$ cat src/rtl/tl_buf_pkg.sv
// Shared widths, field offsets and opcode constants for the TileLink A/D buffer.
package tl_buf_pkg;

  localparam int unsigned A_WIDTH = 113;
  localparam int unsigned D_WIDTH = 71;

  localparam int unsigned A_DATA_OFF    = 0;
  localparam int unsigned A_MASK_OFF    = 64;
  localparam int unsigned A_ADDRESS_OFF = 72;
  localparam int unsigned A_SIZE_OFF    = 104;
  localparam int unsigned A_PARAM_OFF   = 107;
  localparam int unsigned A_OPCODE_OFF  = 110;

  localparam int unsigned D_DATA_OFF    = 0;
  localparam int unsigned D_DENIED_OFF  = 64;
  localparam int unsigned D_SIZE_OFF    = 65;
  localparam int unsigned D_OPCODE_OFF  = 68;

  localparam logic [2:0] OP_PUT_FULL        = 3'd0;
  localparam logic [2:0] OP_PUT_PARTIAL     = 3'd1;
  localparam logic [2:0] OP_GET             = 3'd4;
  localparam logic [2:0] OP_ACCESS_ACK      = 3'd0;
  localparam logic [2:0] OP_ACCESS_ACK_DATA = 3'd1;

  function automatic logic [A_WIDTH-1:0] pack_a(input logic [2:0] opcode, input logic [2:0] param,
                                                input logic [2:0] size, input logic [31:0] address,
                                                input logic [7:0] mask, input logic [63:0] data);
    return {opcode, param, size, address, mask, data};
  endfunction

  function automatic logic [D_WIDTH-1:0] pack_d(input logic [2:0] opcode, input logic [2:0] size,
                                                input logic denied, input logic [63:0] data);
    return {opcode, size, denied, data};
  endfunction

endpackage

$ cat src/rtl/tl_buf_fifo2.sv
// Two-entry registered FIFO with 1-bit wrapping pointers; no flow-through, and
// ready depends only on the stored count, never on the consumer's ready.
module tl_buf_fifo2
  import tl_buf_pkg::*;
#(
  parameter int unsigned WIDTH = 8
) (
  input  logic             clock,
  input  logic             reset,
  input  logic             in_valid_i,
  output logic             in_ready_o,
  input  logic [WIDTH-1:0] in_bits_i,
  output logic             out_valid_o,
  input  logic             out_ready_i,
  output logic [WIDTH-1:0] out_bits_o
);

  logic [WIDTH-1:0] mem_q [2];
  logic             wr_ptr_q, wr_ptr_d;
  logic             rd_ptr_q, rd_ptr_d;
  logic [1:0]       count_q, count_d;
  logic             enq_s, deq_s;

  // Both handshakes are masked during reset so a flush never produces a fire.
  assign in_ready_o  = (count_q != 2'd2) && !reset;
  assign out_valid_o = (count_q != 2'd0) && !reset;
  assign out_bits_o  = mem_q[rd_ptr_q];
  assign enq_s       = in_valid_i && in_ready_o;
  assign deq_s       = out_valid_o && out_ready_i;

  // Pointer and occupancy next-state.
  always_comb begin
    wr_ptr_d = wr_ptr_q;
    rd_ptr_d = rd_ptr_q;
    count_d  = count_q;
    if (enq_s) begin
      wr_ptr_d = ~wr_ptr_q;
    end else begin
      wr_ptr_d = wr_ptr_q;
    end
    if (deq_s) begin
      rd_ptr_d = ~rd_ptr_q;
    end else begin
      rd_ptr_d = rd_ptr_q;
    end
    case ({enq_s, deq_s})
      2'b10:   count_d = count_q + 2'd1;
      2'b01:   count_d = count_q - 2'd1;
      default: count_d = count_q;
    endcase
  end

  // Control state register.
  always_ff @(posedge clock) begin
    if (reset) begin
      wr_ptr_q <= 1'b0;
      rd_ptr_q <= 1'b0;
      count_q  <= 2'd0;
    end else begin
      wr_ptr_q <= wr_ptr_d;
      rd_ptr_q <= rd_ptr_d;
      count_q  <= count_d;
    end
  end

  // Payload storage, intentionally not reset.
  always_ff @(posedge clock) begin
    if (enq_s) begin
      mem_q[wr_ptr_q] <= in_bits_i;
    end
  end

endmodule

$ cat src/rtl/tl_a_d_buffer.sv
// TileLink A/D buffer with outstanding-request limiting on the A path.
// Macro TL_BUF_D_QUEUE_EN selects a 2-entry D FIFO; otherwise D is a passthrough.
module tl_a_d_buffer
  import tl_buf_pkg::*;
#(
  parameter int unsigned MAX_INFLIGHT = 2
) (
  input  logic               clock,
  input  logic               reset,
  input  logic               in_a_valid,
  output logic               in_a_ready,
  input  logic [A_WIDTH-1:0] in_a_bits,
  output logic               out_a_valid,
  input  logic               out_a_ready,
  output logic [A_WIDTH-1:0] out_a_bits,
  input  logic               in_d_valid,
  output logic               in_d_ready,
  input  logic [D_WIDTH-1:0] in_d_bits,
  output logic               out_d_valid,
  input  logic               out_d_ready,
  output logic [D_WIDTH-1:0] out_d_bits,
  output logic [2:0]         inflight
);

  localparam logic [2:0] MAX_INFLIGHT_C = 3'(MAX_INFLIGHT);

  logic [2:0] inflight_q, inflight_d;
  logic       credit_ok_s;
  logic       a_fifo_valid_s;
  logic       a_fire_s;
  logic       d_fire_s;

  assign credit_ok_s = inflight_q < MAX_INFLIGHT_C;
  assign out_a_valid = a_fifo_valid_s && credit_ok_s;
  assign a_fire_s    = out_a_valid && out_a_ready;
  assign inflight    = inflight_q;

  tl_buf_fifo2 #(.WIDTH(A_WIDTH)) u_a_fifo (
    .clock       (clock),
    .reset       (reset),
    .in_valid_i  (in_a_valid),
    .in_ready_o  (in_a_ready),
    .in_bits_i   (in_a_bits),
    .out_valid_o (a_fifo_valid_s),
    .out_ready_i (out_a_ready && credit_ok_s),
    .out_bits_o  (out_a_bits)
  );

`ifdef TL_BUF_D_QUEUE_EN
  tl_buf_fifo2 #(.WIDTH(D_WIDTH)) u_d_fifo (
    .clock       (clock),
    .reset       (reset),
    .in_valid_i  (in_d_valid),
    .in_ready_o  (in_d_ready),
    .in_bits_i   (in_d_bits),
    .out_valid_o (out_d_valid),
    .out_ready_i (out_d_ready),
    .out_bits_o  (out_d_bits)
  );
  assign d_fire_s = out_d_valid && out_d_ready;
`else
  assign out_d_valid = in_d_valid;
  assign out_d_bits  = in_d_bits;
  assign in_d_ready  = out_d_ready && !reset;
  assign d_fire_s    = in_d_valid && in_d_ready;
`endif

  // Outstanding count: simultaneous issue and response cancel; decrement saturates at zero.
  always_comb begin
    inflight_d = inflight_q;
    if (a_fire_s && !d_fire_s) begin
      inflight_d = inflight_q + 3'd1;
    end else if (!a_fire_s && d_fire_s && (inflight_q != 3'd0)) begin
      inflight_d = inflight_q - 3'd1;
    end else begin
      inflight_d = inflight_q;
    end
  end

  // Outstanding-count register.
  always_ff @(posedge clock) begin
    if (reset) begin
      inflight_q <= 3'd0;
    end else begin
      inflight_q <= inflight_d;
    end
  end

endmodule

$ cat config.mk
export PLATFORM = sky130hd
export DESIGN_NAME = tl_a_d_buffer
export DESIGN_NICKNAME = d
export VERILOG_FILES = /design/src/rtl/tl_buf_pkg.sv /design/src/rtl/tl_buf_fifo2.sv /design/src/rtl/tl_a_d_buffer.sv
export SDC_FILE = /design/constraint.sdc
export NUM_CORES = 1
export LEC_CHECK = 0
export CAP_MARGIN = 20
export CORE_MARGIN = 2
export CORE_UTILIZATION = 39
export DETAILED_ROUTE_END_ITERATION = 12
export GPL_ROUTABILITY_DRIVEN = 1
export PLACE_DENSITY = 0.74
export SYNTH_ARGS = -nofsm -noshare
export SYNTH_HDL_FRONTEND = slang
export SYNTH_SLANG_ARGS = --single-unit
$ cat constraint.sdc
create_clock -name clock -period 7.2 [get_ports clock]
set_input_delay 1.08 -clock clock [delete_from_list [all_inputs] [get_ports clock]]
set_output_delay 1.08 -clock clock [all_outputs]
set_load 0.01 [all_outputs]
Word level (Yosys, flattened, before mapping)
Memories as Yosys holds them, arrays and structs flattened. A register that Yosys moved wholly into a read port is not among the register bits.
Index checks and enable logic that the tools add are counted.

word-level totals
  bits in registers = 7
  memory bits (writable) = 226
  input port bits = 190
  output and inout port bits = 191
  word-level logic and storage cells = 41
  memories kept = 1

memories
  name            depth  bits a word  rd ports  clocked after Yosys merged registers in  write ports  RTL line            RTL
  u_a_fifo.mem_q  2      113          1         1                                        1            tl_buf_fifo2.sv:18  logic [WIDTH-1:0] mem_q [2];

cells by class
  $add $sub $neg = 4
  magnitude comparators = 1
  eq/ne operators = 3
  mux-type cells = 7
  bitwise logic cells = 2
  reductions and logical operators = 19

operator list
  operator             count
  $logic_and 1x1->1    12
  $mux 3               2
  $reduce_bool 2->1    3
  $mux 1               4
  $pmux 2 s2           1
  $add 3x1->3 const B  1
  $logic_not 1->1      3
  $lt 3x2->1 const B   1
  $reduce_bool 3->1    1
  $sub 3x1->3 const B  1
  $add 2x1->2 const B  1
  $eq 2x1->1 const B   1
  $eq 2x2->1 const B   1
  $ne 2x2->1 const B   1
  $not 1->1            2
  $sub 2x1->2 const B  1

Logic depth before layout (Yosys ltp)
  word-level depth = 9
  depth in mapped cells = 7
  gate-level depth less buffers = 6

By module
From an unflattened synthesis, not the netlist that was laid out.

unflattened totals
  cells, all modules = 479
  area total of the unflattened synthesis = 9178.8 um^2

by module, submodules not included
  module         times used  cells each  area each (um^2)
  tl_buf_fifo2   1           381         8404.3
  tl_a_d_buffer  1           98          774.5

Least setup slack after synthesis
Ideal clock, no wire load.

  path kind = input-to-reg
  start point = input port reset
  end point = memory u_a_fifo.mem_q[0][0] in the netlist's numbering (enable)
  setup time = 0.587 ns
  data arrival time = 6.217 ns
  setup slack = 0.397 ns
  cell stages on the path = 4
  path through = buf_2 inv_1 o211ai_1 nor2_1

on the way
  word-level cells in the longest chain between the ends = 5

RTL lines
  item                          RTL line            RTL
  from (decl)                   tl_a_d_buffer.sv:9  input logic reset,
  $logic_not 1->1               tl_buf_fifo2.sv:25  assign in_ready_o = (count_q != 2'd2) && !reset;
  $logic_and 1x1->1             tl_buf_fifo2.sv:25
  $logic_and 1x1->1             tl_buf_fifo2.sv:28  assign enq_s = in_valid_i && in_ready_o;
  $mux 1                        tl_buf_fifo2.sv:68  if (enq_s) begin
  $mux 1 (implied by the code)  tl_buf_fifo2.sv:69  mem_q[wr_ptr_q] <= in_bits_i;
  to (decl)                     tl_buf_fifo2.sv:18

Every way passes these cells.

==> metrics.txt <==
H-Tree Level Count=1; Initial Utilization=40.0%; post-cts sizing count=0; setup_tns=0 ns; Worst Setup Start Kind=flip-flop; largest stage delay on the critical path=0.84 ns; Area Overhead vs Synth=32.2%; Final Wtd Congestion=0.781; Synth cell types=29; Mapped Cells=472; worst min path class=reg -> reg; Total GRT Usage=14.4%; Max clock buf depth=3; Clock Sink Count=234; Slew Viols, Final=0; DRT Pass-1 Iters=6; Static Leakage=3.94 nW; Crit path max-delay family=buffers and inverters; period utilization=57.9%; Final Util=52.9%; DRC=0; chip height=157 µm; Cell Area, Placed=0.0113 mm²; PwrDens=258 mW/mm²; worst skew pair latency=0.50 ns; storage element area=0.00695 mm²; Routed WL per cell=19.4 µm; reg2reg end=u_a_fifo.mem_q[0][99]; crit path to=out_a_bits[65]; die width=157 µm; aggregate global routing overflow=0; die area=0.0246 mm²; max-cap violations=0; # rows=55; sequence of cells on the critical path=buf_4 -> mux2_2 -> clkdlybuf4s50_1; Crit. End Element=primary output; r2r startpoint=u_a_fifo.count_q[0]; Final min period=4.17 ns; Worst Path Class, Setup=reg -> out; worst-path fanout max=59; ANT nets after route=0; first-pass GRT wire length=27100 µm; IO buf count=238; setup slack at placement=2.98 ns; Placed Cells=942; worst r2r path cells=4; final worst-path setup slack=3.03 ns; Rel. slew slack=44.7%; Synth Cell Area=0.00912 mm²; CTS clk-pin slew, worst paths=0.06 ns; vias in the first global route=4836; Num CTS Buffers=24; hold buffers post-CTS=0; Yosys reg bits=234; Seq/Total Area, Yosys=76.2%; WL final=19000 µm; largest net degree at the start of global routing=60; hold slack=0.530 ns; Via-to-Cell Ratio=4.76; CP Buf/Inv Count=2; root buf cell=clkbuf_16; Fin. Hold Viols=0; postcts setup bufs=0; most common cell after layout, fill and taps aside=clkdlybuf4s50_1; fmax=0.240 GHz; clk_skew=0.00668 ns; commonest cells after routing, fill and taps aside=clkdlybuf4s50_1 (238), edfxtp_1 (226), mux2_2 (113); CP max stage cell=dfxtp_4; non-filler cells, final=983; syn_area_per_cell=19.3 µm²; actual slew at the worst max-slew pin=0.829 ns; CTS tree=yes; Syn. warnings=0; r2r setup slk=4.47 ns; Nets=848; CP required=6.12 ns; WP data arrival=3.09 ns; maximum vdd drop=194 µV; diode count=0; fraction of layout cells with a size suffix above 1=23.1%; Detail Placement HPWL=12900 µm; run status=finished clean; Final Cell Area=0.0120 mm²; detailed-route via count=4682; I/O pin cnt=381; Syn Nets=664; final setup fails=0; Core Region=0.0228 mm²; antenna violations before repair=0; fillers=1820; Pwr Total=3.10 mW; 1st-iter DRT viols=220; Levels on crit path=3; RSZ-0062 raised after global routing=no; multi-input logic area=0.00156 mm²
sequential cells by signal, summed over array words and instances (netlist names), named ones only:
signal,cells
u_a_fifo.mem_q,226
inflight,3
u_a_fifo.count_q,2
u_a_fifo.rd_ptr_q,1
u_a_fifo.wr_ptr_q,1
power breakdown:
group          switching, mW  internal [mW]  total (mW)
registers             0.0322           1.56        1.60
clock network          0.463          0.632        1.09
logic                  0.166          0.247       0.413
worst min-delay path by stage:
stage                              from                  end  slack (ns)  depth (start not counted)
CTS                 u_a_fifo.count_q[1]  u_a_fifo.count_q[1]        0.53                          2
global route        u_a_fifo.count_q[1]  u_a_fifo.count_q[1]        0.55                          2
detailed placement    u_a_fifo.rd_ptr_q            flip-flop        0.52                          2
finish                u_a_fifo.rd_ptr_q            flip-flop        0.53                          2
global placement      u_a_fifo.rd_ptr_q    u_a_fifo.rd_ptr_q        0.50                          2
floorplan             u_a_fifo.rd_ptr_q            flip-flop        0.48                          2
per-layer routing:
| layer | global-route usage, % | vias to the layer above | part of all wire [%] |
|---|---|---|---|
| met5 | 0 | - | 0 |
| met4 | 5.16 | 0 | 3.3 |
| met3 | 4.98 | 53 | 9.5 |
| met2 | 25.0 | 241 | 49 |
| met1 | 16.5 | 2296 | 38 |
| li1 | - | 2092 | - |
layout make-up:
| class | instances | area share (%) |
|---|---|---|
| multi-input combinational | 147 | 12.9 |
| sequential | 234 | 57.7 |
| timing repair buffer | 244 | 20.3 |
| clock buffer | 34 | 5.47 |
| clock inverter | 6 | 0.260 |
| inverter | 5 | 0.156 |
| tap | 313 | 3.25 |
synth_stat cells:
cell      instances  area share [%]
a21oi_1           1           0.055
and3b_1           1           0.096
buf_2            13            0.71
buf_4            72             5.9
clkbuf_1          1           0.041
dfxtp_1           8             1.8
edfxtp_1        226              74
fa_1              1            0.22
ha_1              1            0.14
inv_1             5            0.21
mux2_2          113              14
mux2i_1           2            0.22
nand2_1           1           0.041
nor2_1            7            0.29
nor2b_1           1           0.069
nor3_1            2            0.11
nor3_2            1            0.11
nor3_4            1            0.18
o211a_4           1            0.19
o211ai_1          1           0.082
o21a_1            2            0.16
o21ai_0           2            0.11
o21bai_2          1            0.12
o41ai_1           1           0.096
or3_1             1           0.069
or3_2             1           0.082
or3b_4            1            0.12
xnor2_1           3            0.29
xor2_1            1           0.096
kinds of logic (layout without fill, tap and decap cells):
family | Yosys count | after routing | share of synthesized area (%)
buffers and inverters | 91 | 289 | 6.89
muxes | 115 | 115 | 14.2
and+or+nand+nor | 17 | 17 | 1.17
DFF | 234 | 234 | 76.2
adders and majority gates | 2 | 2 | 0.357
xor gates and xnor gates | 4 | 4 | 0.384
AOI/OAI and AO/OA | 9 | 9 | 0.823
tightest hold or removal path, stage by stage, from the launching register on:
cell     delay (ns)
dfxtp_1        0.33
xnor2_1        0.09
nor2_1         0.08
(Power assumes the default switching activity.)
